--- config.mk ---
export PLATFORM = sky130hd
export DESIGN_NAME = fetch_decode_queue
export DESIGN_NICKNAME = d
export VERILOG_FILES = /design/src/rtl/fetch_decode_queue.sv
export SDC_FILE = /design/constraint.sdc
export NUM_CORES = 1
export LEC_CHECK = 0
export CAP_MARGIN = 15
export CORE_ASPECT_RATIO = 1.25
export CORE_UTILIZATION = 52
export DETAILED_ROUTE_END_ITERATION = 10
export PLACE_DENSITY = 0.84
export SYNTH_ARGS = -nofsm -noshare
export SYNTH_HDL_FRONTEND = slang
export SYNTH_SLANG_ARGS = --single-unit
export TNS_END_PERCENT = 1
--- constraint.sdc ---
create_clock -name clk -period 15.22 [get_ports clk]
set_clock_uncertainty 0.2 [all_clocks]
set_input_delay 4.566 -clock clk [delete_from_list [all_inputs] [get_ports clk]]
set_output_delay 4.566 -clock clk [all_outputs]
set_load 0.05 [all_outputs]
--- src/rtl/fetch_decode_queue.sv ---
// fetch_decode_queue: small circular instruction queue between IF and ID.
// Holds {instr, pc_plus_4} pairs, presents the oldest entry to decode, and
// drives ready_f for the hazard unit's fetch enable.
// Optional build macro FDQ_PERF_EN adds saturating full_cycles/flush_count
// performance counters.
module fetch_decode_queue #(
    parameter int DEPTH = 2,
    parameter int WIDTH = 32
) (
    input  logic                       clk,
    input  logic                       reset,
    input  logic [WIDTH-1:0]           instr_f,
    input  logic [WIDTH-1:0]           pc_plus_4_f,
    input  logic                       valid_f,
    output logic                       ready_f,
    output logic [WIDTH-1:0]           instr_d,
    output logic [WIDTH-1:0]           pc_plus_4_d,
    output logic                       valid_d,
    input  logic                       stall_d,
    input  logic                       flush_d,
`ifdef FDQ_PERF_EN
    output logic [31:0]                full_cycles,
    output logic [31:0]                flush_count,
`endif
    output logic [$clog2(DEPTH):0]     count
);

    localparam int PW = $clog2(DEPTH);
    localparam int CW = PW + 1;
    localparam logic [CW-1:0] FULL_CNT = CW'(DEPTH);

    logic [WIDTH-1:0] instr_mem_q [DEPTH];
    logic [WIDTH-1:0] pc_mem_q    [DEPTH];
    logic [PW-1:0]    head_q, head_d;
    logic [PW-1:0]    tail_q, tail_d;
    logic [CW-1:0]    count_q, count_d;
    logic             push, pop;

    // ready_f depends only on the registered count so it never loops back
    // through the hazard unit via stall_d.
    assign ready_f = (count_q != FULL_CNT);
    assign valid_d = (count_q != '0);
    assign push    = valid_f & ready_f & ~flush_d;
    assign pop     = valid_d & ~stall_d & ~flush_d;
    assign count   = count_q;

    // Head entry to decode; forced to NOP/zero when empty so stale storage
    // never leaks out.
    assign instr_d     = valid_d ? instr_mem_q[head_q] : '0;
    assign pc_plus_4_d = valid_d ? pc_mem_q[head_q]    : '0;

    // Next-state for pointers and occupancy; flush discards any push/pop.
    always_comb begin
        head_d  = head_q;
        tail_d  = tail_q;
        count_d = count_q;
        if (flush_d) begin
            head_d  = '0;
            tail_d  = '0;
            count_d = '0;
        end else begin
            if (push) tail_d = tail_q + PW'(1);
            if (pop)  head_d = head_q + PW'(1);
            case ({push, pop})
                2'b10:   count_d = count_q + CW'(1);
                2'b01:   count_d = count_q - CW'(1);
                default: count_d = count_q;
            endcase
        end
    end

    // Pointer and occupancy registers with synchronous reset.
    always_ff @(posedge clk) begin
        if (reset) begin
            head_q  <= '0;
            tail_q  <= '0;
            count_q <= '0;
        end else begin
            head_q  <= head_d;
            tail_q  <= tail_d;
            count_q <= count_d;
        end
    end

    // Entry storage; contents are don't-care so no reset is needed.
    always_ff @(posedge clk) begin
        if (push && !reset) begin
            instr_mem_q[tail_q] <= instr_f;
            pc_mem_q[tail_q]    <= pc_plus_4_f;
        end
    end

`ifdef FDQ_PERF_EN
    logic [31:0] full_cycles_q;
    logic [31:0] flush_count_q;

    assign full_cycles = full_cycles_q;
    assign flush_count = flush_count_q;

    // Saturating counters: cycles fetch was blocked by a full queue, and flush cycles.
    always_ff @(posedge clk) begin
        if (reset) begin
            full_cycles_q <= '0;
            flush_count_q <= '0;
        end else begin
            if ((count_q == FULL_CNT) && valid_f && (full_cycles_q != '1))
                full_cycles_q <= full_cycles_q + 32'd1;
            if (flush_d && (flush_count_q != '1))
                flush_count_q <= flush_count_q + 32'd1;
        end
    end
`endif

endmodule

# ---- After elaboration in Yosys (flattened, before gate mapping)
# Memories as Yosys holds them, arrays and structs flattened. A register that Yosys moved wholly into a read port is not among the register bits.
# Cells that the tools add are included.
dict set report op_classes {
  n_mux 9
  eq_ne 3
  n_addsub 4
  n_reduce_logical 5
  bitwise 6
}
# operator n
set ops {}
lappend ops {{32-bit 2-to-1 mux} 2}
lappend ops {{1-bit 2-to-1 mux} 6}
lappend ops {{1-bit AND} 4}
lappend ops {{2-bit one-hot mux with 2 select lines} 1}
lappend ops {{2-bit nonzero test} 2}
lappend ops {{1-bit adder (second input constant)} 2}
lappend ops {{2-bit by 1-bit adder with 2-bit output (second input constant)} 1}
lappend ops {{2-bit by 1-bit equality test with 1-bit output (second input constant)} 1}
lappend ops {{2-bit equality test (second input constant)} 1}
lappend ops {{2-bit inequality test (second input constant)} 1}
lappend ops {{1-bit inverter} 2}
lappend ops {{2-bit OR reduction} 1}
lappend ops {{2-bit by 1-bit subtractor with 2-bit output (second input constant)} 1}
lappend ops {{1-bit logical AND} 1}
lappend ops {{1-bit zero test} 1}
dict set report totals {
  mem_bits_rw 128
  n_memories 2
  word_cells 32
  regBits 4
}
# name words width read_ports rd_ports_with_merged_regs write_ports line
set memory_table {}
lappend memory_table {instr_mem_q 2 32 1 1 1 32} ;# logic [WIDTH-1:0] instr_mem_q [DEPTH];
lappend memory_table {pc_mem_q 2 32 1 1 1 33} ;# logic [WIDTH-1:0] pc_mem_q [DEPTH];

# ---- Depth between registers and ports, before layout
# Gate-level depths: netlist of run 1.
dict set report logic_depth {
  ltp_word 6
  depth_mapped 7
  mapped_depth_nobuf 6
}

# ---- Worst setup path before layout of run 1
# No wires, ideal clock.
dict set report synth_path {
  kind {input-to-reg}
  start {in flush_d}
  end {mem instr_mem_q[0][0] (enable)}
  path_stages 3
  n_path_buf 1
  required_ns 14.455
  arrival_time_ns 9.358
  slack_ns 5.097
  setup_time_ns 0.565
  path_cell_list {or2_2 > clkbuf_1 > nor3_1}
}
dict set report synth_via {
  elab_chain_cells 5
}
# element line
set synth_lines {}
lappend synth_lines {{from (decl)} 20} ;# input logic flush_d,
lappend synth_lines {{1-bit inverter} 43} ;# assign push = valid_f & ready_f & ~flush_d;
lappend synth_lines {{1-bit AND} 43}
lappend synth_lines {{1-bit logical AND} 87} ;# if (push && !reset) begin
lappend synth_lines {{1-bit 2-to-1 mux} 87}
lappend synth_lines {{1-bit 2-to-1 mux (implied by the code)} 88} ;# instr_mem_q[tail_q] <= instr_f;
lappend synth_lines {{to (decl)} 32}
# No other way between the ends.

# ---- Final worst setup path of run 1
dict set report layout_path {
  start {reg count_q[0] (netlist: count[0])}
  end {out instr_d[5]}
}
dict set report layout_via {
  elab_chain_cells 2
}
# element line
set layout_lines {}
lappend layout_lines {{from (decl)} 36} ;# logic [CW-1:0] count_q, count_d;
lappend layout_lines {{from (signal assigned)} 81} ;# count_q <= count_d;
lappend layout_lines {{2-bit nonzero test} 42} ;# assign valid_d = (count_q != '0);
lappend layout_lines {{32-bit 2-to-1 mux} 49} ;# assign instr_d = valid_d ? instr_mem_q[head_q] : '0;
lappend layout_lines {{to (decl)} 16} ;# output logic [WIDTH-1:0] instr_d,
# No other way between the ends.

==> metrics.yaml, run 1 <==
status: "complete, no violations"
ys_warn_count: 0
syn_inst: 302
placed_area_um2: 6538
fin_crit_sh: 0.4970
clk_pin_slew_ns: 0.05
setup_viol: 0
post_cts_buffers: 0
synth_nets: 372
fin_cells: 579
drv_slew: 0
cts_sinks: 133
seq_area_frac_synth: 0.7794
cp_max_fo: 35
cp-start-kind: "register"
whs_ns: 0.3306
ir_drop_mv: 0.1131
cts-root-buf: "clkbuf_16"
drc: 0
fp.dieW_um: 90.23
grt_max_degree: 65
hold_start: "head_q"
initial_utilization: 0.5457
leakagePower_nw: 2.261
max_slew.worst_pin.slew_ns: 1.099
avgViaCountPerCell: 5.078
diodes: 0
r2r-start: "count[0]"
grt_overflow_total: 0
numCtsBuffers: 17
io_buffers: 136
cts_tree: "built"
rsz0062_at_grt: "no"
r2r_slack_ns: 12.83
timing.final.crit_period_ns: 7.564
setup_ws_ns: 7.656
synthAdderAreaFrac: 0.002473
muxShareOfSynthArea: 0.1266
pre_cts_ws_ns: 8.067
critPathArrivalTime_ns: 2.80
dr_total_vias: 2940
avgSynthCellArea_um2: 16.75
fmax_mhz: 132.2
syn-cell-area_um2: 5060
cts_buffer_depth: 2
htreeDepth: 4
dp.cells: 550
die-area_um2: 10130
ant_nets: 0
hpwl_um: 5732
die_y_um: 112.3
finalSetupTns_ns: 0
grt_usage: 0.1932
finish.utilization: 0.7619
synth_top_area_share: 0.7596
slew-limit-headroom: 0.2672
num_rows: 39
yosys.area_share.simple: 0.06058
ys_seq_elements: 133
netlist.top_cell.by_area: "edfxtp_1"
cts-hold-fix-buffers: 0
worst_setup_path_end_kind: "output port"
ios: 137
fin_area_um2: 7064
netlist-cell-type-count: 20
antenna_found_initial: 0
nets: 516
synthToLayoutAreaGrowth_pct: 39.61
routed_wl_um: 9339
gp_congestion: 0.7411
clkLatencyLatePin_ns: 0.40
first_pass_iters: 4
hold_viol: 0
grt_pass1_wl_um: 14570
netlist_top_cells_area: "edfxtp_1 76%, mux2i_1 13%, nor2_1 4.9%"
cts_resized: 0
synth-xor-area-share: 0.003462
hp-class: "register to register"
startpoint: "count[0]"
grt_pass1_vias: 2983
drt_iter0_markers: 166
finalPower_uw: 842.8
pwr_density_cell_nw_per_um2: 119.3
crit_required_ns: 10.45
cap_violations: 0
crit_type: "register to output port"
nFillCells: 550
wl_per_cell_um: 16.13
synth_top_family_by_area: "multiplexers"
synth-compound-area-share: 0.006924
layout-drive-gt1-share: 0.07237
core-area_um2: 9271
power by group:
part           internal, mW  switching [mW]
clock                 0.235           0.130
sequential            0.409         0.00300
combinational        0.0292          0.0363
total                 0.673           0.169
cells in the mapped netlist, drive strengths merged:
master,instances
edfxtp,128
nor2,66
mux2i,64
buf,12
dfxtp,5
a21oi,4
inv,4
clkbuf,3
nor3,3
o21ai,3
or3,3
and2b,1
ha,1
nand2,1
nand3,1
or2,1
xnor2,1
xor2,1
metal layers:
layer  global-route usage  wire length (um)  vias to the layer above
met5                    0                 0                        -
met4               0.1183               295                        0
met3              0.04946               422                       21
met2               0.3201              4791                      112
met1               0.2270              3829                     1401
li1                     -                 -                     1406
placed cells by master (no fill, tap or decap), types with 4 or more instances in the layout:
cell type / n
edfxtp_1: 128
inv_1: 4
a21oi_1: 4
dfxtp_1: 4
clkbuf_16: 17
nor2_1: 65
clkbuf_1: 4
clkdlybuf4s50_1: 136
mux2i_1: 64
buf_4: 4
cell families (layout without fill, tap and decap cells):
| logic type | after synthesis | after routing |
|---|---|---|
| flip-flops | 133 | 133 |
| AND/OR/NAND/NOR | 76 | 76 |
| multiplexers | 64 | 64 |
| buffers and inverters | 19 | 173 |
| AO/OA/AOI/OAI | 7 | 7 |
| XOR/XNOR | 2 | 2 |
| adder cells (fa/ha/maj) | 1 | 1 |
worst max-delay path: stages, from the launching register on:
cell	delay, ns
dfxtp_1	0.38
nor2_4	0.65
buf_4	0.48
nor2_1	0.12
clkdlybuf4s50_1	0.76
path summary, 6_finish.rpt:
path / end / depth (start not counted)
max: instr_d[5] / 4
min reg2reg: register / 2
max reg2reg: pc_mem_q[1][18] / 5
min: register / 2
area by class of cell:
class | instances | area, um^2 | area share
Clock inverter | 8 | 86.33 | 0.01222
Inverter | 4 | 15.01 | 0.002125
Multi-Input combinational cell | 150 | 1030 | 0.1458
Tap cell | 123 | 153.9 | 0.02179
Timing Repair Buffer | 140 | 1391 | 0.1970
Sequential cell | 133 | 3948 | 0.5588
Clock buffer | 21 | 440.4 | 0.06234
registers in the layout, indices dropped and copies added (netlist names), named ones only:
register / flops
pc_mem_q: 64
tail_q: 1
count: 2
head_q: 1
instr_mem_q: 64
Note: power is estimated with default switching activity, not from simulation.
==> inputs of run 2 (changes only) <==
--- a/config.mk
+++ b/config.mk
@@ -7,9 +7,9 @@
 export LEC_CHECK = 0
 export CAP_MARGIN = 15
 export CORE_ASPECT_RATIO = 1.25
-export CORE_UTILIZATION = 52
+export CORE_UTILIZATION = 43
 export DETAILED_ROUTE_END_ITERATION = 10
-export PLACE_DENSITY = 0.84
+export PLACE_DENSITY = 0.74
 export SYNTH_ARGS = -nofsm -noshare
 export SYNTH_HDL_FRONTEND = slang
 export SYNTH_SLANG_ARGS = --single-unit
==> constraint.sdc (replaced) <==
create_clock -name clk -period 6.4 [get_ports clk]
set_clock_uncertainty 0.2 [all_clocks]
set_input_delay 1.92 -clock clk [delete_from_list [all_inputs] [get_ports clk]]
set_output_delay 1.92 -clock clk [all_outputs]
set_load 0.05 [all_outputs]
==> run 2 against run 1 <==
  * Count of clock-buffer cells in the layout decreased by 3
  * Via count shrank 0.14%
  * Hold slack got worse by 0.024 ns
  * Sequential power increased by 140%
  * Largest power group is now the clock network
  * Design area is 2.1% higher
  * Wire length up 1.2%
  * Register-to-register slack worse by 9.1 ns
  * First-iteration DRC count shrank 4.8%
==> metrics.yaml, run 2 (synthesis gave the netlist of run 1 again) <==
gp_congestion: 0.6908  # -6.8%
slew-limit-headroom: 0.2614  # -0.005825
crit_required_ns: 4.28  # -6.17 ns
num_rows: 43  # +10%
layout_commonest_cell: "clkdlybuf4s50_1"
max_slew.worst_pin.slew_ns: 1.108  # +0.008738 ns
fp.dieW_um: 99.03  # +9.7%
setup_viol: 0  # unchanged
worst_setup_path_end_kind: "output port"
cts_resized: 0  # unchanged
critPathCapture: "instr_d[23]"
cts_buffer_depth: 2  # unchanged
startpoint: "count[0]"
cts-root-buf: "clkbuf_16"
dr_total_vias: 2936  # -0.14%
hpwl_um: 5899  # +2.9%
die-area_um2: 12210  # +20%
grt_overflow_total: 0  # unchanged
r2r_slack_ns: 3.75  # -9.08 ns
wl_met2_um: 4948  # +3.3%
cp_max_fo: 38  # +8.6%
r2r_cells: 6  # +1
drv_slew: 0  # unchanged
cap_violations: 0  # unchanged
first_pass_iters: 4  # unchanged
top_layer: "met4"
drt_iter0_markers: 158  # -4.8%
routed_wl_um: 9450  # +1.2%
post_cts_buffers: 0  # unchanged
setup_ws_ns: 1.569  # -6.088 ns
fin_area_um2: 7209  # +2.1%
clk_pin_slew_ns: 0.05  # about the same
hp-class: "register to register"
die_y_um: 123.3  # +9.8%
numCtsBuffers: 17  # unchanged
status: "complete, no violations"
r2r-start: "count[0]"
avgViaCountPerCell: 4.959  # -2.3%
grt_max_degree: 65  # unchanged
grt_pass1_wl_um: 14920  # +2.4%
timing.final.crit_period_ns: 4.831
pre_cts_ws_ns: 1.907  # -6.160 ns
io_buffers: 136  # unchanged
cts_tree: "built"
htreeDepth: 4  # unchanged
crit_type: "register to output port"
leakagePower_nw: 2.320  # +2.6%
drc: 0  # unchanged
whs_ns: 0.3071  # -0.02357 ns
hold_depth: 2  # unchanged
intPower_mw: 1.802  # +170%
swShare: 0.1895  # -0.01143
netSwitchingPower_uw: 421.4  # +150%
nets: 515  # -0.19%
synthToLayoutAreaGrowth_pct: 42.48
nFillCells: 857  # +56%
fin_crit_sh: 0.7549
wl_met1_um: 3879  # +1.3%
hold_viol: 0  # unchanged
placed_area_um2: 6545  # +0.11%
clkLatencyLatePin_ns: 0.40  # about the same
ir_drop_mv: 0.1909  # +69%
ios: 137  # unchanged
pwr_density_cell_nw_per_um2: 308.5  # +160%
grt_pass1_vias: 3087  # +3.5%
critPathArrivalTime_ns: 2.71  # -0.09 ns
cts-hold-fix-buffers: 0  # unchanged
cp-start-kind: "register"
combPwrFrac: 0.070  # -0.008
r2r-end: "count[1]"
antenna_found_initial: 0  # unchanged
ant_nets: 0  # unchanged
cts_sinks: 133  # unchanged
fmax_mhz: 207.0
seqPwrFrac: 0.441  # -0.048
wl_per_cell_um: 15.96  # -1.0%
layout-drive-gt1-share: 0.07877  # +0.006406
p_clk_frac: 0.489  # +0.056
initial_utilization: 0.4478  # -0.09791
final_cell_mix: "136 x clkdlybuf4s50_1, 128 x edfxtp_1, 65 x nor2_1"
diodes: 0  # unchanged
core-area_um2: 11300  # +22%
grt_usage: 0.1654  # -0.02781
dr_wl_met3_um: 472  # +12%
rsz0062_at_grt: "no"
run 2: changes by cell type in the layout (fill, tap and decap cells not counted), sizes merged:
cell,change
clkbuf,-3
bufinv,+5
buf,-1
run 2: power by group through the flow:
| stage | clock (mW) | sequential [mW] | combinational, mW |
|---|---|---|---|
| after floorplan | 0 | 0.998 | 0.0770 |
| after CTS | 1.10 | 0.980 | 0.158 |
| after global routing | 1.14 | 0.981 | 0.166 |
| final | 1.09 | 0.980 | 0.156 |
| after global placement | 0 | 0.997 | 0.154 |
| after detailed placement | 0 | 0.998 | 0.157 |
run 2: routing by layer:
layer / vias to the layer above / track usage
li1: 1400 / -
met1: 1422 / 0.1827
met2: 100 / 0.2959
met3: 14 / 0.04353
met4: 0 / 0.08209
met5: - / 0
run 2: stage by stage:
stage | utilization | total power, mW | instances | setup TNS (ns)
after global routing | 0.6381 | 2.290 | 592 | 0
final | 0.6381 | 2.224 | 592 | 0
after detailed placement | 0.5793 | 1.155 | 561 | 0
after global placement | 0.5793 | 1.151 | 561 | 0
after CTS | 0.6381 | 2.242 | 592 | 0
after floorplan | - | 1.075 | 302 | -137.84
run 2: cell type report:
type / instances / area [um^2] / share of cell area
flip-flops and latches: 133 / 3948 / 0.5476
inverters: 4 / 15.01 / 0.002083
multi-input cells: 150 / 1030 / 0.1428
repair buffers: 139 / 1384 / 0.1919
clock inverters: 13 / 235.2 / 0.03263
well taps: 135 / 168.9 / 0.02343
clock buffers: 18 / 429.2 / 0.05953
run 2: worst max-delay path: stages (launching register included):
cell	delay (ns)
dfxtp_1	0.37
nor2_4	0.57
buf_4	0.51
nor2_1	0.11
clkdlybuf4s50_1	0.73
run 2: worst min path at each step:
stage,from,to,slack (ns)
detailed placement,tail_q,tail_q,0.30
floorplan,tail_q,tail_q,0.26
global placement,head_q,register,0.28
finish,tail_q,tail_q,0.31
CTS,tail_q,tail_q,0.30
global route,tail_q,tail_q,0.36
==> RTL change 1: new RTL, settings of run 2 <==
Change the parameter `DEPTH` from 2 to 4.
--- a/src/rtl/fetch_decode_queue.sv
+++ b/src/rtl/fetch_decode_queue.sv
@@ -4,7 +4,7 @@
 // Optional build macro FDQ_PERF_EN adds saturating full_cycles/flush_count
 // performance counters.
 module fetch_decode_queue #(
-    parameter int DEPTH = 2,
+    parameter int DEPTH = 4,
     parameter int WIDTH = 32
 ) (
     input  logic                       clk,
Interface: changed (resized count); port bits go from 137 to 138. No check against the original RTL was run, so the function may have changed too.
==> RTL change 1 against run 2 <==
Setup slack worse by 0.43 ns. Sequential cell count is 132 higher. Routed wire length is 100% higher. Area after synthesis is 100% higher. Sequential power is 96% higher. Cell area is 75% higher. Hold slack worse by 0.017 ns. Total power is 57% higher. Critical path depth stayed put. Largest cell class unchanged.
==> RTL change 1: results (changes against run 2) <==
Post-synth EDFFs=256 (was 128); xor and xnor fraction of the mapped netlist area=0.00171 (was 0.00346); antenna violations before repair=1 (was 0); number of global-route vias before repair=5407 (was 3087); net switching share of the total power=0.198 (was 0.189); routability cong.=0.696 (was 0.691); largest net degree at the start of global routing=66 (was 65); wire length of the first global-routing pass=29800 um (was 14900 um); Inst Count DP=872 (was 561); CTS Buffer Depth=3 (was 2); number of fill cells in the layout=1740 (was 857); Area contributors post-synth=sky130_fd_sc_hd__edfxtp_1 75%, sky130_fd_sc_hd__mux4_2 13%, sky130_fd_sc_hd__and2_1 3.9%, sky130_fd_sc_hd__dfxtp_1 1.8%, sky130_fd_sc_hd__buf_12 1.2% (was sky130_fd_sc_hd__edfxtp_1 76%, sky130_fd_sc_hd__mux2i_1 13%, sky130_fd_sc_hd__nor2_1 4.9%, sky130_fd_sc_hd__dfxtp_1 2.0%, sky130_fd_sc_hd__buf_4 1.0%); clock latency reported for the late side of the worst-skew pair=0.51 ns (was 0.40 ns); adder-cell share of the synthesized area=0.00807 (was 0.00247); most frequent cells after synthesis=256 x sky130_fd_sc_hd__edfxtp_1, 64 x sky130_fd_sc_hd__and2_1, 60 x sky130_fd_sc_hd__mux4_2 (was 128 x sky130_fd_sc_hd__edfxtp_1, 66 x sky130_fd_sc_hd__nor2_1, 64 x sky130_fd_sc_hd__mux2i_1); run status=complete, no violations (unchanged); detailed-route vias per instance=5.27 (was 4.96); vias after detailed routing=4826 (was 2936); maximum ir drop on the vdd rail=0.238 mV (was 0.191 mV); Reg2Reg Setup Slack=3.73 ns (was 3.75 ns); share of the yosys chip area belonging to registers=0.769 (was 0.779); worst path arrival time=3.14 ns (was 2.71 ns); Netlist cell types=27 (was 20); overall routing resource usage=0.161 (was 0.165); multiplexer share of the synthesized area=0.144 (was 0.127); synthesized net count=535 (was 372); ratio of cells with drive above 1 in the final layout=0.176 (was 0.0788)
## RTL change 1: per-layer routing
metal / routed length (um) / GRT usage / vias to the layer above / part of all wire
met5: 0 / 0 / - / 0
met4: 365 / 0.0476 / 0 / 0.019
met3: 871 / 0.0287 / 31 / 0.046
met2: 10100 / 0.293 / 122 / 0.53
met1: 7650 / 0.193 / 2517 / 0.40
li1: - / - / 2156 / -
## RTL change 1: final timing paths
kind / startpoint / to / cells past startpoint
worst max-delay path: register / pc_plus_4_d[31] / 4
worst min-delay path: head_q[1]$_SDFFE_PP0P_ / register / 2
worst max register to register: count[2]$_SDFFE_PP0P_ / count[2]$_SDFFE_PP0P_ / 8
worst min register to register: head_q[1]$_SDFFE_PP0P_ / register / 2
## RTL change 1: final cells by class
type,count,share of cell area
multi-input combinational,167,0.171
inverter,6,0.00178
clock inverter,10,0.00773
tap,288,0.0285
antenna,1,0.000198
sequential,265,0.624
timing repair buffer,146,0.115
clock buffer,32,0.0516
## RTL change 1: per-stage QoR
| step | setup slack (ns) | area [um^2] |
|---|---|---|
| after floorplan | -1.33 | 10200 |
| after global placement | 1.59 | 11900 |
| after detailed placement | 1.58 | 11900 |
| after CTS | 1.04 | 12600 |
| after global routing | 0.940 | 12600 |
| final | 1.14 | 12600 |
## RTL change 1: logic make-up (layout without fill, tap and decap cells)
kind of cell,after synthesis,after routing
DFF,265,265
and+or+nand+nor,85,85
muxes,66,66
buffers and inverters,28,194
AOI/OAI and AO/OA,8,8
adders and majority gates,6,6
xor gates and xnor gates,2,2
other,0,1
## RTL change 1: power by group through the flow
stage	Combinational, W	Clock [W]	Sequential [W]
4_1_cts	0.000190	0.00140	0.00192
6_report	0.000188	0.00137	0.00192
3_3_place_gp	0.000184	0	0.00196
2_1_floorplan	0.0000925	0	0.00196
5_1_grt	0.000199	0.00147	0.00192
3_5_place_dp	0.000190	0	0.00196
## RTL change 1: worst max-delay path, cell delays in order (launching register included)
cell	delay, ns
sky130_fd_sc_hd__dfxtp_4	0.76
sky130_fd_sc_hd__buf_12	0.36
sky130_fd_sc_hd__mux4_1	0.59
sky130_fd_sc_hd__and2_1	0.18
sky130_fd_sc_hd__clkdlybuf4s50_1	0.69
==> RTL change 2: new RTL, config.mk and constraints of run 2 <==
Without the edit above. Register the output `count` once more, cleared by the reset; this adds one clock of latency there. The other outputs are not delayed to match. Comments in the files are not updated.
--- a/src/rtl/fetch_decode_queue.sv
+++ b/src/rtl/fetch_decode_queue.sv
@@ -42,7 +42,13 @@
     assign valid_d = (count_q != '0);
     assign push    = valid_f & ready_f & ~flush_d;
     assign pop     = valid_d & ~stall_d & ~flush_d;
-    assign count   = count_q;
+    always_ff @(posedge clk) begin
+        if (reset) begin
+            count <= '0;
+        end else begin
+            count <= count_q;
+        end
+    end
 
     // Head entry to decode; forced to NOP/zero when empty so stale storage
     // never leaks out.
Check against the original RTL: not equivalent (a bounded check fails within 4 cycles, from zero or initial values and one cycle with reset high).
==> RTL change 2 against run 2 <==
Routed wire length fell by 4.0%. Global-route usage fell by 0.96 points. Sequential share of layout area rose by 0.30 points. Sequential cell count rose by 2. Area after synthesis rose by 0.94%. Setup slack improved by 0.0058 ns. Clock power fell by 11%. Register-to-register slack improved by 0.03 ns. Cell area rose by 0.47%. Total power fell by 4.9%. Count of clock-buffer cells in the layout rose by 1. Final cell count rose by 5.2%. Fmax rose by 0.12%. Largest cell class unchanged. Largest power group is now sequential cells. Highest routed layer is now met5.
==> RTL change 2: results (changes against run 2) <==
detailed-route vias per instance=4.71 (was 4.96); largest net degree at the start of global routing=65 (unchanged); Area contributors post-synth=sky130_fd_sc_hd__edfxtp_1 75%, sky130_fd_sc_hd__mux2i_1 13%, sky130_fd_sc_hd__nor2_1 4.9%, sky130_fd_sc_hd__dfxtp_1 2.7%, sky130_fd_sc_hd__buf_4 0.88% (was sky130_fd_sc_hd__edfxtp_1 76%, sky130_fd_sc_hd__mux2i_1 13%, sky130_fd_sc_hd__nor2_1 4.9%, sky130_fd_sc_hd__dfxtp_1 2.0%, sky130_fd_sc_hd__buf_4 1.0%); Synth async-reset ratio=0 (unchanged); cell-internal power=0.00170 W (was 0.00180 W); share of the yosys chip area belonging to registers=0.780 (was 0.779); routability cong.=0.703 (was 0.691); min-delay worst type=reg2reg (unchanged); detailed-placement wirelength estimate=5750 um (was 5900 um); worst path arrival time=2.71 ns (about the same); Seq power=0.000992 W (was 0.000980 W); clock root buffer=sky130_fd_sc_hd__clkbuf_16 (unchanged); number of global-route vias before repair=2877 (was 3087); overall routing resource usage=0.156 (was 0.165); count of cells resized by post-cts repair=0 (unchanged); wire length of the first global-routing pass=14100 um (was 14900 um); ratio of cells with drive above 1 in the final layout=0.0736 (was 0.0788); total wire length after detailed routing=9080 um (was 9450 um); antenna violations before repair=1 (was 0); net total in the final layout=520 (was 515); most frequent cells after synthesis=128 x sky130_fd_sc_hd__edfxtp_1, 66 x sky130_fd_sc_hd__nor2_1, 64 x sky130_fd_sc_hd__mux2i_1 (unchanged); Placed Instance Area=0.00664 mm^2 (was 0.00655 mm^2); relative max-transition margin=0.277 (was 0.261); synthesized net count=376 (was 372); Clk power=0.000967 W (was 0.00109 W); Netlist cell types=20 (unchanged); DR pass1 iterations=7 (was 4); maximum net fanout on the critical path=35 (was 38); count of input and output buffers=136 (unchanged); run status=complete, no violations (unchanged); maximum ir drop on the vdd rail=0.195 mV (was 0.191 mV); number of fill cells in the layout=886 (was 857); Synth Warn #=0 (unchanged); leakage=2.32 nW (about the same); drt initial violations=129 (was 158)
==> RTL change 2: cell types whose count changed after synthesis <==
cell                      delta
sky130_fd_sc_hd__nor2b_1     +2
sky130_fd_sc_hd__dfxtp_1     +2
sky130_fd_sc_hd__and2b_2     -1
sky130_fd_sc_hd__or3_2       -1
sky130_fd_sc_hd__buf_4       -1
sky130_fd_sc_hd__buf_2       +1
sky130_fd_sc_hd__or3_1       +1
sky130_fd_sc_hd__and2b_1     +1
==> RTL change 2: worst max-delay path, delay by kind of cell (launching register included) <==
| kind | cells | cell delay (ns) |
|---|---|---|
| buf+inv | 2 | 1.20 |
| simple gates | 2 | 0.70 |
| flops | 1 | 0.38 |
==> RTL change 2: worst paths after layout <==
path,slack [ns],endpoint,from,cells after the start
setup / recovery,1.57,instr_d[21],count_q[0]$_SDFFE_PP0P_,4
hold / removal,0.32,register,head_q$_SDFFE_PP0P_,2
setup reg to reg,3.78,count_q[1]$_SDFFE_PP0P_,count_q[0]$_SDFFE_PP0P_,6
hold reg to reg,0.32,register,head_q$_SDFFE_PP0P_,2
==> RTL change 2: cells by family (layout without fill, tap and decap cells) <==
kind of cell | after synthesis | count (layout) | synth area share
xor+xnor | 2 | 2 | 0.00343
compound gates | 7 | 7 | 0.00686
flops | 135 | 135 | 0.780
buf+inv | 19 | 175 | 0.0198
simple gates | 78 | 78 | 0.0620
mux | 64 | 64 | 0.125
fa+ha+maj | 1 | 1 | 0.00245
==> RTL change 2: per-stage QoR <==
| step | TNS [ns] | std cells | power, W | hold WS (ns) | worst slack (ns) |
|---|---|---|---|---|---|
| after floorplan | -137.84 | 306 | 0.00109 | 0.263 | -1.08 |
| after global placement | 0 | 591 | 0.00116 | 0.293 | 1.85 |
| after detailed placement | 0 | 591 | 0.00117 | 0.314 | 1.75 |
| after CTS | 0 | 622 | 0.00214 | 0.326 | 1.51 |
| after global routing | 0 | 623 | 0.00218 | 0.357 | 1.36 |
| final | 0 | 623 | 0.00211 | 0.324 | 1.57 |
==> RTL change 2: layout make-up <==
type	count	area, um^2	area share
multi-input cells	152	1040	0.144
clock inverters	12	159	0.0219
inverters	4	15.0	0.00207
repair buffers	140	1410	0.194
well taps	161	201	0.0278
flip-flops and latches	135	3990	0.551
clock buffers	19	433	0.0598
==> RTL change 2: routing by layer <==
metal / vias up / GRT usage / wire length (um)
li1: 1412 / - / -
met1: 1410 / 0.184 / 3760
met2: 99 / 0.256 / 4660
met4: 2 / 0.0717 / 95
met3: 10 / 0.0567 / 542
met5: - / 0 / 13
